===== src/rtl/cpu_pkg.sv =====
// cpu_pkg: shared opcodes, opcode enum and default widths for the accumulator CPU
package cpu_pkg;
  localparam int DEF_ADDR_W = 5;
  localparam int DEF_DATA_W = 8;
  localparam logic [2:0] OP_HLT = 3'b000;
  localparam logic [2:0] OP_SKZ = 3'b001;
  localparam logic [2:0] OP_ADD = 3'b010;
  localparam logic [2:0] OP_AND = 3'b011;
  localparam logic [2:0] OP_XOR = 3'b100;
  localparam logic [2:0] OP_LDA = 3'b101;
  localparam logic [2:0] OP_STO = 3'b110;
  localparam logic [2:0] OP_JMP = 3'b111;
  typedef enum logic [2:0] {
    HLT = OP_HLT,
    SKZ = OP_SKZ,
    ADD = OP_ADD,
    AND = OP_AND,
    XOR = OP_XOR,
    LDA = OP_LDA,
    STO = OP_STO,
    JMP = OP_JMP
  } opcode_e;
endpackage


===== src/rtl/cpu_alu.sv =====
// cpu_alu: combinational accumulator ALU, passes a through for non-arithmetic opcodes
module cpu_alu
  import cpu_pkg::*;
#(
  parameter int DATA_W = DEF_DATA_W
) (
  input  logic [2:0]        opcode,
  input  logic [DATA_W-1:0] a,
  input  logic [DATA_W-1:0] b,
  output logic [DATA_W-1:0] y
);
  always_comb
    y = opcode == OP_ADD ? a + b :
        opcode == OP_AND ? a & b :
        opcode == OP_XOR ? a ^ b :
        opcode == OP_LDA ? b : a;
endmodule


===== src/rtl/cpu_datapath.sv =====
// cpu_datapath: phase sequencer plus IR/PC/AC registers, ALU and memory port of the accumulator CPU
module cpu_datapath
  import cpu_pkg::*;
#(
  parameter int ADDR_W = DEF_ADDR_W,
  parameter int DATA_W = DEF_DATA_W
) (
  input  logic              clk,
  input  logic              rst,
  input  logic              sel,
  input  logic              rd,
  input  logic              ld_ir,
  input  logic              halt,
  input  logic              inc_pc,
  input  logic              ld_ac,
  input  logic              wr,
  input  logic              ld_pc,
  input  logic              data_e,
  output logic [2:0]        phase,
  output logic [2:0]        opcode,
  output logic              zero,
  output logic              halted,
  output logic [ADDR_W-1:0] pc,
  output logic [ADDR_W-1:0] mem_addr,
  output logic              mem_rd,
  output logic              mem_wr,
  output logic [DATA_W-1:0] mem_wdata,
  output logic              mem_wdata_oe,
  input  logic [DATA_W-1:0] mem_rdata
);
  logic [DATA_W-1:0] ir, ac, alu_y;
  cpu_alu #(.DATA_W(DATA_W)) u_alu (.opcode(opcode), .a(ac), .b(mem_rdata), .y(alu_y));
  always_ff @(posedge clk)
    if (rst) begin
      phase  <= '0;
      halted <= 1'b0;
      ir     <= '0;
      pc     <= '0;
      ac     <= '0;
    end else if (!halted) begin
      if (halt) halted <= 1'b1;
      else phase <= phase + 3'd1;
      if (ld_ir) ir <= mem_rdata;
      if (ld_pc) pc <= ir[ADDR_W-1:0];
      else if (inc_pc) pc <= pc + ADDR_W'(1);
      if (ld_ac) ac <= alu_y;
    end
  assign opcode       = ir[DATA_W-1 -: 3];
  assign zero         = ac == '0;
  assign mem_addr     = sel ? pc : ir[ADDR_W-1:0];
  assign mem_rd       = rd;
  assign mem_wr       = wr;
  assign mem_wdata    = ac;
  assign mem_wdata_oe = data_e;
endmodule

===== config.mk =====
export PLATFORM = sky130hd
export DESIGN_NAME = cpu_datapath
export DESIGN_NICKNAME = d
export VERILOG_FILES = /design/src/rtl/cpu_pkg.sv /design/src/rtl/cpu_alu.sv /design/src/rtl/cpu_datapath.sv
export SDC_FILE = /design/constraint.sdc
export NUM_CORES = 1
export LEC_CHECK = 0
export ABC_AREA = 1
export BUFFER_PORTS_ARGS = -buffer_cell sky130_fd_sc_hd__buf_2
export CAP_MARGIN = 10
export CORE_MARGIN = 1.5
export CORE_UTILIZATION = 30
export CTS_CLUSTER_SIZE = 25
export DETAILED_ROUTE_END_ITERATION = 12
export SYNTH_ARGS = -nofsm -noshare
export SYNTH_HDL_FRONTEND = slang
export SYNTH_SLANG_ARGS = --single-unit

===== constraint.sdc =====
create_clock -name clk -period 2 [get_ports clk]
set_input_delay 0.2 -clock clk [delete_from_list [all_inputs] [get_ports clk]]
set_output_delay 0.2 -clock clk [all_outputs]
set_load 0.005 [all_outputs]

# Yosys cells after proc, flatten, opt, wreduce, memory -nomap -nowiden
# Cells that the tools add are included.
[classes]
muxes = 9
add_sub_neg = 3
reduce_logical = 7
bitwise = 4
eq_ne = 4
[op_table]
columns = ["op", "count"]
rows = [
  ["2-to-1 mux 8 bit", 4],
  ["2-to-1 mux 5 bit", 3],
  ["adder 8 bit", 1],
  ["AND 8 bit", 1],
  ["zero test 8 bit", 1],
  ["bitwise XOR 8 bit", 1],
  ["== test 3 x 2 -> 1 bit, second input constant", 2],
  ["== test 3 bit, second input constant", 2],
  ["AND reduction 2 bit", 3],
  ["adder 5 x 1 -> 5 bit, second input constant", 1],
  ["nonzero test 4 bit", 1],
  ["adder 3 x 1 -> 3 bit, second input constant", 1],
  ["AND reduction 3 bit", 1],
  ["2-to-1 mux 1 bit", 2],
  ["NOT 1 bit", 2],
  ["nonzero test 2 bit", 1],
]
[totals]
reg_bits = 25
word_cells = 32
inputBits = 19

# Depth between registers and ports, before layout
# Gate-level depths: netlist of run 1.
[depth]
word_depth = 5
mapped_depth = 10

# Modules after synthesis
# From an unflattened synthesis of run 1, not the netlist that was laid out.
[hier_totals]
hier_cells = 313
hier_area_um2 = 1916.8
[by_module_without_submodules]
columns = ["mod", "instances", "cells_per_inst", "area_each_um2"]
rows = [
  ["cpu_datapath", 1, 155, 1117.3],
  ["cpu_alu", 1, 158, 799.5],
]

# Worst setup path after synthesis of run 1
# No wires, ideal clock.
[synth_timing]
path_kind = "reg2reg"
start = "register ac[0], in the netlist mem_wdata[0]"
end = "register ac[4], in the netlist mem_wdata[4]"
setup_time_ps = 109
path_buffers = 0
required_ps = 1891
stages_incl_launch_ff = 10
slack_ps = 513
arrival_time_ps = 1378
path_cell_list = "dfxtp_1 -> ha_1 -> inv_1 -> fa_1 -> nor2_1 -> o21ai_0 -> nand3_1 -> nand3_1 -> nand2_1 -> inv_1"
[synth_via]
elab_chain_cells = 2
[synth_rtl]
columns = ["item", "line", "rtl"]
rows = [
  ["from (decl)", "cpu_datapath.sv:31", "logic [DATA_W-1:0] ir, ac, alu_y;"],
  ["from (signal assigned)", "cpu_datapath.sv:46", "if (ld_ac) ac <= alu_y;"],
  ["adder 8 bit", "cpu_alu.sv:13", "y = opcode == OP_ADD ? a + b :"],
  ["2-to-1 mux 8 bit", "cpu_alu.sv:13", ""],
]
# Every way passes these cells.
# A chain may end at the register's enable or synchronous reset.

# Final worst setup path of run 1
# Same ends and word-level chain as after synthesis.

==> results of run 1 <==
==> how the worst max path moves through the flow <==
stage,start,end,slack [ns],cells past startpoint
2_1_floorplan,mem_wdata[0],mem_wdata[4],0.51,9
3_3_place_gp,mem_wdata[0],mem_wdata[4],0.45,9
4_1_cts,mem_wdata[0],mem_wdata[4],0.40,9
6_report,mem_wdata[0],mem_wdata[4],0.38,9
3_5_place_dp,mem_wdata[0],mem_wdata[4],0.41,9
5_1_grt,ir[5],mem_wdata[3],0.21,9
==> through the flow <==
stage               util (%)  total power [mW]  hold WS (ns)  cells
floorplan                  -             0.829         0.349    271
global placement        35.3             0.944         0.400    373
detailed placement      35.3             0.947         0.400    373
CTS                     36.2              1.28         0.190    377
global route            36.2              1.35         0.190    377
finish                  36.2              1.26         0.198    377
==> flip-flops by register name, indices dropped and copies added (netlist names) <==
signal and flops:
ir 8, mem_wdata 8, pc 5, phase 3, halted 1
==> layout make-up <==
class	instances	area, µm²
Tap cell	72	90.1
Sequential cell	25	500
Inverter	39	146
Clock inverter	1	7.51
Fill cell	644	3540
Timing Repair Buffer	42	213
Multi-Input combinational cell	195	1010
Clock buffer	3	41.3
==> layout by cell type, fill, tap and decap left out, types with 2 or more instances in the layout <==
cell,n
ha_1,10
nor2_1,32
nor3_1,2
xor2_1,2
a21oi_1,31
buf_2,41
nand2_1,46
clkbuf_8,3
inv_1,38
o21ai_0,29
o21ai_1,2
a211oi_1,4
dfxtp_1,25
nor2_2,4
nand3_1,24
==> power breakdown <==
| part | switching [mW] | leakage (nW) | total (mW) | internal, mW |
|---|---|---|---|---|
| Clock | 0.187 | 0.0217 | 0.329 | 0.142 |
| Sequential | 0.0355 | 0.206 | 0.571 | 0.536 |
| Combinational | 0.222 | 0.817 | 0.364 | 0.142 |
| Total | 0.445 | 1.04 | 1.26 | 0.819 |
==> critical path, stage by stage, from the launching register on <==
cell,delay [ns]
dfxtp_1,0.39
ha_1,0.22
inv_1,0.06
fa_1,0.39
nor2_1,0.15
o21ai_0,0.09
nand3_1,0.08
nand3_1,0.08
nand2_1,0.06
inv_1,0.03
==> per-layer routing <==
metal  share of wire [%]  GRT usage [%]  up-vias
met5                   0              0        -
met4                0.59           4.74        0
met3                 6.8           3.10        4
met2                  46           24.3       52
met1                  46           19.8      816
li1                    -              -      949
==> kinds of logic (layout without fill, tap and decap cells) <==
family                     count (synthesis)  in the layout
AOI/OAI and AO/OA                         70             70
xor gates and xnor gates                   2              2
adders and majority gates                 11             11
buffers and inverters                     51             85
DFF                                       25             25
and+or+nand+nor                          112            112
==> impl_metrics.toml, run 1 <==
[synthesis]
synthXorXnorAreaFrac_pct = 1.02
ys.flop_type = "dfxtp_1"
ys_async_sr_fraction_pct = 0
yosys_warnings = 0
synthTopCellsByArea = "dfxtp_1 (29%), nand2_1 (10%), a21oi_1 (9.0%)"
synth_mux_area_share_pct = 0
synth_area_um2 = 1720
yosys.area_share.adder_pct = 8.42
yosysUniqueCellTypes = 26
syn_area_per_cell_um2 = 6.36
synth-seq-cells = 25
synth-simple-area-share_pct = 27.4
synth_top_area_share_pct = 29.0
synth_top_family_by_area = "simple AND/OR/NAND/NOR gates"
yosysTopAreaCell = "dfxtp_1"
syn_inst = 271
syn-num-nets = 301
yosysMostFrequentCell = "nand2_1"
synth_compound_area_share_pct = 21.5
synth_edf_count = 0
ys_seq_area_share_pct = 29.0
synthTopCellsByCount = "nand2_1 (46), inv_1 (38), nor2_1 (32)"

[setup_path]
startpoint_type = "flop"
r2r_slack_ns = 0.38
critPathMaxFanout = 4
crit_type = "reg2reg"
timing.rr.end = "mem_wdata[4]"
crit_required_ns = 2.19
r2r_start = "mem_wdata[0]"
worstPathArrival_ns = 1.81
ff2ff_path_depth = 9
worst_setup_path_end_kind = "flop"

[routing]
drc = 0
routed-via-count = 1821
drtIter0Drc = 92
first_pass_iters = 4
post_drt_via_cell_ratio = 4.83
routedWlPerCell_um = 12.5
ant_nets = 0
totalWireLength_um = 4720

[timing]
fin_ws_ns = 0.381
max_freq_mhz = 618
relSlewSlack_pct = 55.9
finalCritPeriodShare_pct = 81.0
tns_ns = 0
rsz0062_at_grt = "no"
slew_violations = 0
period_needed_ns = 1.62
worstMarginPinSlew_ns = 0.657
finalHoldViolCount = 0
skew_ns = 0.00203
setup-violations-final = 0

[floorplan]
die_w_um = 78.8
die_h_um = 78.8
core.rowCount = 27
initial_core_util_pct = 31.1
core_um2 = 5540
die_area_um2 = 6210
num_io_pins = 48

[clock_network]
htreeDepth = 1
cts_root_buf = "clkbuf_8"
numCtsBuffers = 3
clk_latency_ns = 0.28
ctsResizeCount = 0
cts_setup_buffers = 0
hold_buffers = 0
clk_pin_slew_ns = 0.10
cts_tree = "yes"
cts_buffer_depth = 2
clock_sinks = 25

[layout]
antenna_cells = 0
final_layout_size_suffix_gt1_share_pct = 17.0
stdcell_area_um2 = 2000
areaGrowthSynthToFinish_pct = 16.3
finalNetCount = 336

[place]
dp_slack_ns = 0.414
dp_hpwl_um = 3640
portBuffers = 41
gp_congestion = 0.846
place_area_um2 = 1960

[hold_path]
hold_path_end = "ir[0]"
worstHoldStart = "mem_rdata[0]"
min_path_cells = 3
worstHoldPathType = "in2reg"

[global_routing]
grt_pass1_vias = 1594
grt_max_degree = 17
antenna_found_initial = 0
grt_pass1_wl_um = 7380
grt_usage_pct = 14.9
grt-ovfl-total = 0

[power_and_ir_drop]
p_per_area_nw_per_um2 = 631
peakVddDrop_uv = 236
p_leak_nw = 1.04

[flow_run]
cap_viol_max_count = 0

[outcome]
status = "completed"
No activity file was read; power rests on OpenSTA's default activity.
==> run 2, diff against run 1 <==
==> constraint.sdc (replaced) <==
create_clock -name clk -period 1.6 [get_ports clk]
set_input_delay 0.16 -clock clk [delete_from_list [all_inputs] [get_ports clk]]
set_output_delay 0.16 -clock clk [all_outputs]
set_load 0.005 [all_outputs]
==> impl_metrics.toml, run 2 (synthesis gave the netlist of run 1 again) <==
[timing]
tns_ns = 0
timing.hold.ws_ns = 0.162
max_freq_mhz = 670
fin_ws_ns = 0.108
finalHoldViolCount = 0
slew_violations = 0
finalCritPeriodShare_pct = 93.2
setup-violations-final = 0
period_needed_ns = 1.49
worstMarginPinSlew_ns = 0.653
skew_ns = 0.0105
relSlewSlack_pct = 56.2

[setup_path]
worst_setup_path_end_kind = "primary output"
r2r_slack_ns = 0.12
startpoint_type = "flop"
crit_chain = "buf_4 -> nor4_2 -> nand2_1 -> nor2_1 -> buf_2"
timing.rr.end = "mem_wdata[4]"
ff2ff_path_depth = 9
worst_path_dominant_cell_family = "simple AND/OR/NAND/NOR gates"
critPathMaxFanout = 3
crit_required_ns = 1.44
worstPathArrival_ns = 1.33
r2r_start = "mem_wdata[0]"
cp_num_buf_inv = 2
cp_slowest_stage_delay_ns = 0.33
crit_type = "reg2out"
slowest_stage = "dfxtp_1"

[clock_network]
cts_buffer_depth = 2
htreeDepth = 1
clk_latency_ns = 0.28
numCtsBuffers = 3
clk_pin_slew_ns = 0.10
clock_sinks = 25
cts_root_buf = "clkbuf_8"
cts_tree = "yes"

[hold_path]
hold_path_end = "ir[0]"
worstHoldPathType = "in2reg"
worstHoldStart = "mem_rdata[0]"
min_path_cells = 3

[place]
gp_congestion = 0.842
dp_slack_ns = 0.0827
portBuffers = 41
place_area_um2 = 2020
dp_hpwl_um = 3630

[routing]
routedWlPerCell_um = 12.3
drtIter0Drc = 111
drc = 0
totalWireLength_um = 4750
post_drt_via_cell_ratio = 4.84
first_pass_iters = 4
ant_nets = 0
routed-via-count = 1868

[layout]
ff_latch_area_um2 = 500
final_layout_size_suffix_gt1_share_pct = 21.3
stdcell_area_um2 = 2090
multi_input_area_um2 = 1030
fillCellCount = 631
finalNetCount = 345
fin_util_pct = 37.8
antenna_cells = 0
areaGrowthSynthToFinish_pct = 21.4
final_common_cell = "nand2_1"
final_cell_mix = "nand2_1 (45), buf_2 (41), inv_1 (37), nor2_1 (31), a21oi_1 (31)"

[floorplan]
die_area_um2 = 6210
die_h_um = 78.8
core_um2 = 5540
initial_core_util_pct = 31.1
die_w_um = 78.8
core.rowCount = 27
num_io_pins = 48

[flow_run]
cap_viol_max_count = 0

[power_and_ir_drop]
p_comb_share_pct = 30.3
peakVddDrop_uv = 311
p_clk_share_pct = 25.3
p_leak_nw = 1.09
power_switching_mw = 0.561
p_seq_share_pct = 44.4
switching_share_pct = 34.8
internal_power_mw = 1.05
p_per_area_nw_per_um2 = 769

[global_routing]
grt_max_degree = 17
grt-ovfl-total = 0
grt_pass1_vias = 1681
grt_pass1_wl_um = 7690
antenna_found_initial = 0
grt_usage_pct = 15.5

[outcome]
status = "completed"
run 2: through the flow:
| step | std cells | power (mW) |
|---|---|---|
| 2_1_floorplan | 271 | 1.04 |
| 3_3_place_gp | 382 | 1.20 |
| 3_5_place_dp | 382 | 1.21 |
| 4_1_cts | 386 | 1.62 |
| 5_1_grt | 386 | 1.73 |
| 6_report | 386 | 1.61 |
run 2: worst max path at each step:
stage	cells after the start	endpoint	start	slack [ns]
6_report	5	zero	mem_wdata[6]	0.11
3_5_place_dp	9	mem_wdata[4]	mem_wdata[0]	0.08
3_3_place_gp	9	mem_wdata[4]	mem_wdata[0]	0.10
2_1_floorplan	9	mem_wdata[4]	mem_wdata[0]	0.11
4_1_cts	5	zero	mem_wdata[6]	0.04
5_1_grt	8	mem_wdata[7]	mem_wdata[5]	-0.01
run 2: cell type report:
cell class | count | share of cell area (%)
multi-input cells | 195 | 49.1
flip-flops and latches | 25 | 23.9
repair buffers | 51 | 13.4
inverters | 39 | 6.99
well taps | 72 | 4.30
clock buffers | 3 | 1.97
clock inverters | 1 | 0.359
run 2: worst register-to-register path, stage by stage (launching register included):
cell and delay [ns]:
dfxtp_1 0.35, ha_1 0.17, inv_1 0.06, fa_2 0.37
nor2_2 0.13, o21ai_0 0.08, nand3_1 0.07, nand3_1 0.07
nand2_1 0.06, inv_1 0.03
run 2: routing by layer:
| metal | vias up | share of wire, % | GRT usage (%) | routed length, µm |
|---|---|---|---|---|
| li1 | 968 | - | - | - |
| met1 | 846 | 49 | 21.0 | 2320 |
| met2 | 49 | 45 | 24.5 | 2120 |
| met3 | 5 | 5.4 | 2.64 | 257 |
| met4 | 0 | 0.97 | 5.96 | 46 |
| met5 | - | 0 | 0 | 0 |
run 2: repair_timing:
item / in CTS / in global routing
resized for setup: 0 / 7
endpoints found under the setup margin: 0 / 6
hold endpoints to repair: 0 / 0
setup buffers: 0 / 0
hold buffers: 0 / 0
run 2: power by group through the flow:
stage               Sequential [mW]  Clock (mW)  Combinational [mW]
global placement              0.726           0               0.475
detailed placement            0.727           0               0.478
global route                  0.724       0.454               0.549
CTS                           0.713       0.422               0.480
finish                        0.714       0.408               0.487
floorplan                     0.724           0               0.312
==> run 3, diff against run 2 <==
--- a/config.mk
+++ b/config.mk
@@ -6,7 +6,7 @@
 export NUM_CORES = 1
 export LEC_CHECK = 0
 export ABC_AREA = 1
-export BUFFER_PORTS_ARGS = -buffer_cell sky130_fd_sc_hd__buf_2
+export BUFFER_PORTS_ARGS = -buffer_cell sky130_fd_sc_hd__buf_4
 export CAP_MARGIN = 10
 export CORE_MARGIN = 1.5
 export CORE_UTILIZATION = 30
==> impl_metrics.toml, run 3 (synthesis gave the netlist of run 1 again) <==
[setup_path]
startpoint_type = "flop"
r2r_start = "mem_wdata[0]"
critPathMaxFanout = 4
slowest_stage = "dfxtp_1"
crit_chain = "nor4_1 -> nand2_1 -> nor2_1 -> buf_4"
endpoint = "zero"
cp.depth = 4
cp_num_buf_inv = 1
cp_slowest_stage_delay_ns = 0.36
startpoint = "mem_wdata[4]"
crit_required_ns = 1.44
worst_setup_path_end_kind = "primary output"
worstPathArrival_ns = 1.31
crit_type = "reg2out"
worst_path_dominant_cell_family = "simple AND/OR/NAND/NOR gates"
timing.rr.end = "mem_wdata[4]"
ff2ff_path_depth = 9
r2r_slack_ns = 0.14

[power_and_ir_drop]
power_switching_mw = 0.565
p_per_area_nw_per_um2 = 755
p_comb_share_pct = 31.5
p_leak_nw = 1.10
p_seq_share_pct = 43.5
p_clk_share_pct = 25.1
internal_power_mw = 1.08
switching_share_pct = 34.3
peakVddDrop_uv = 338
total_power_mw = 1.65

[global_routing]
grt_max_degree = 17
met2_usage_pct = 25.4
grt-ovfl-total = 0
busiest_layer = "met2"
grt_usage_pct = 15.9
grt_util_met1_pct = 22.8
grt_pass1_wl_um = 8000
antenna_found_initial = 0
grt_pass1_vias = 1668
grt_util_met3_pct = 2.41

[timing]
max_freq_mhz = 682
setup-violations-final = 0
relSlewSlack_pct = 68.1
period_needed_ns = 1.47
slew_violations = 0
fin_ws_ns = 0.134
finalCritPeriodShare_pct = 91.6
tns_ns = 0
rsz0062_at_grt = "no"
worstMarginPinSlew_ns = 0.477
skew_ns = 0.00665
finalHoldViolCount = 0

[clock_network]
clk_latency_ns = 0.28
clk_pin_slew_ns = 0.10
numCtsBuffers = 3
cts_root_buf = "clkbuf_8"
cts_tree = "yes"
cts_buffer_depth = 2
htreeDepth = 1
clock_sinks = 25

[floorplan]
die_w_um = 78.8
die_area_um2 = 6210
initial_core_util_pct = 31.1
core.rowCount = 27
num_io_pins = 48
core_um2 = 5540
die_h_um = 78.8

[layout]
antenna_cells = 0
finalNetCount = 344
stdcell_area_um2 = 2180
final_cell_mix = "buf_4 (50), nand2_1 (45), inv_1 (37), nor2_1 (31), a21oi_1 (31)"
final_common_cell = "buf_4"
areaGrowthSynthToFinish_pct = 26.6
final_layout_size_suffix_gt1_share_pct = 21.1
fin_util_pct = 39.4

[routing]
drtIter0Drc = 71
totalWireLength_um = 4800
ant_nets = 0
routedWlPerCell_um = 12.5
routed-via-count = 1856
post_drt_via_cell_ratio = 4.82
drc = 0
first_pass_iters = 4

[place]
place_area_um2 = 2120
portBuffers = 41
gp_congestion = 0.843
dp_hpwl_um = 3710
dp_slack_ns = 0.0792

[hold_path]
worstHoldPathType = "in2reg"

[outcome]
status = "completed"

[flow_run]
cap_viol_max_count = 0
==> run 3: metal layers <==
metal	up-vias	share of wire, %
met1	838	48
met4	0	0.69
met3	6	5.1
met5	-	0
li1	970	-
met2	42	46
==> run 3: power by group through the flow <==
stage / clock network, mW / logic [mW] / registers [mW]
after floorplan: 0 / 0.312 / 0.724
after global placement: 0 / 0.510 / 0.730
after detailed placement: 0 / 0.515 / 0.730
after CTS: 0.424 / 0.517 / 0.716
after global routing: 0.452 / 0.589 / 0.727
final: 0.413 / 0.518 / 0.717
==> run 3: layout make-up <==
type / instances / area, µm²
clock buffers: 3 / 41.3
clock inverters: 1 / 7.51
fillers: 623 / 3360
inverters: 39 / 146
multi-input cells: 195 / 1020
flip-flops and latches: 25 / 502
well taps: 72 / 90.1
repair buffers: 50 / 375
==> run 3: stage by stage <==
stage               cells  hold WS (ns)
floorplan             271         0.309
global placement      381         0.320
detailed placement    381         0.320
CTS                   385         0.135
global route          385         0.133
finish                385         0.138
==> run 3: worst min-delay path by stage <==
stage | from | endpoint | slack (ns) | cells past startpoint
3_3_place_gp | rd | mem_rd | 0.32 | 0
6_report | rst | pc[3] | 0.14 | 2
3_5_place_dp | rd | mem_rd | 0.32 | 0
4_1_cts | rst | pc[3] | 0.13 | 2
5_1_grt | rst | pc[3] | 0.13 | 2
2_1_floorplan | mem_rdata[2] | ir[2] | 0.31 | 2
==> run 3: timing repair <==
| action | 4_1_cts | 5_1_grt |
|---|---|---|
| buffers inserted | 0 | 0 |
| gates resized for setup | 0 | 7 |
| setup endpoints to repair | 0 | 8 |
| hold endpoints to repair | 0 | 0 |
| hold buffers | 0 | 0 |
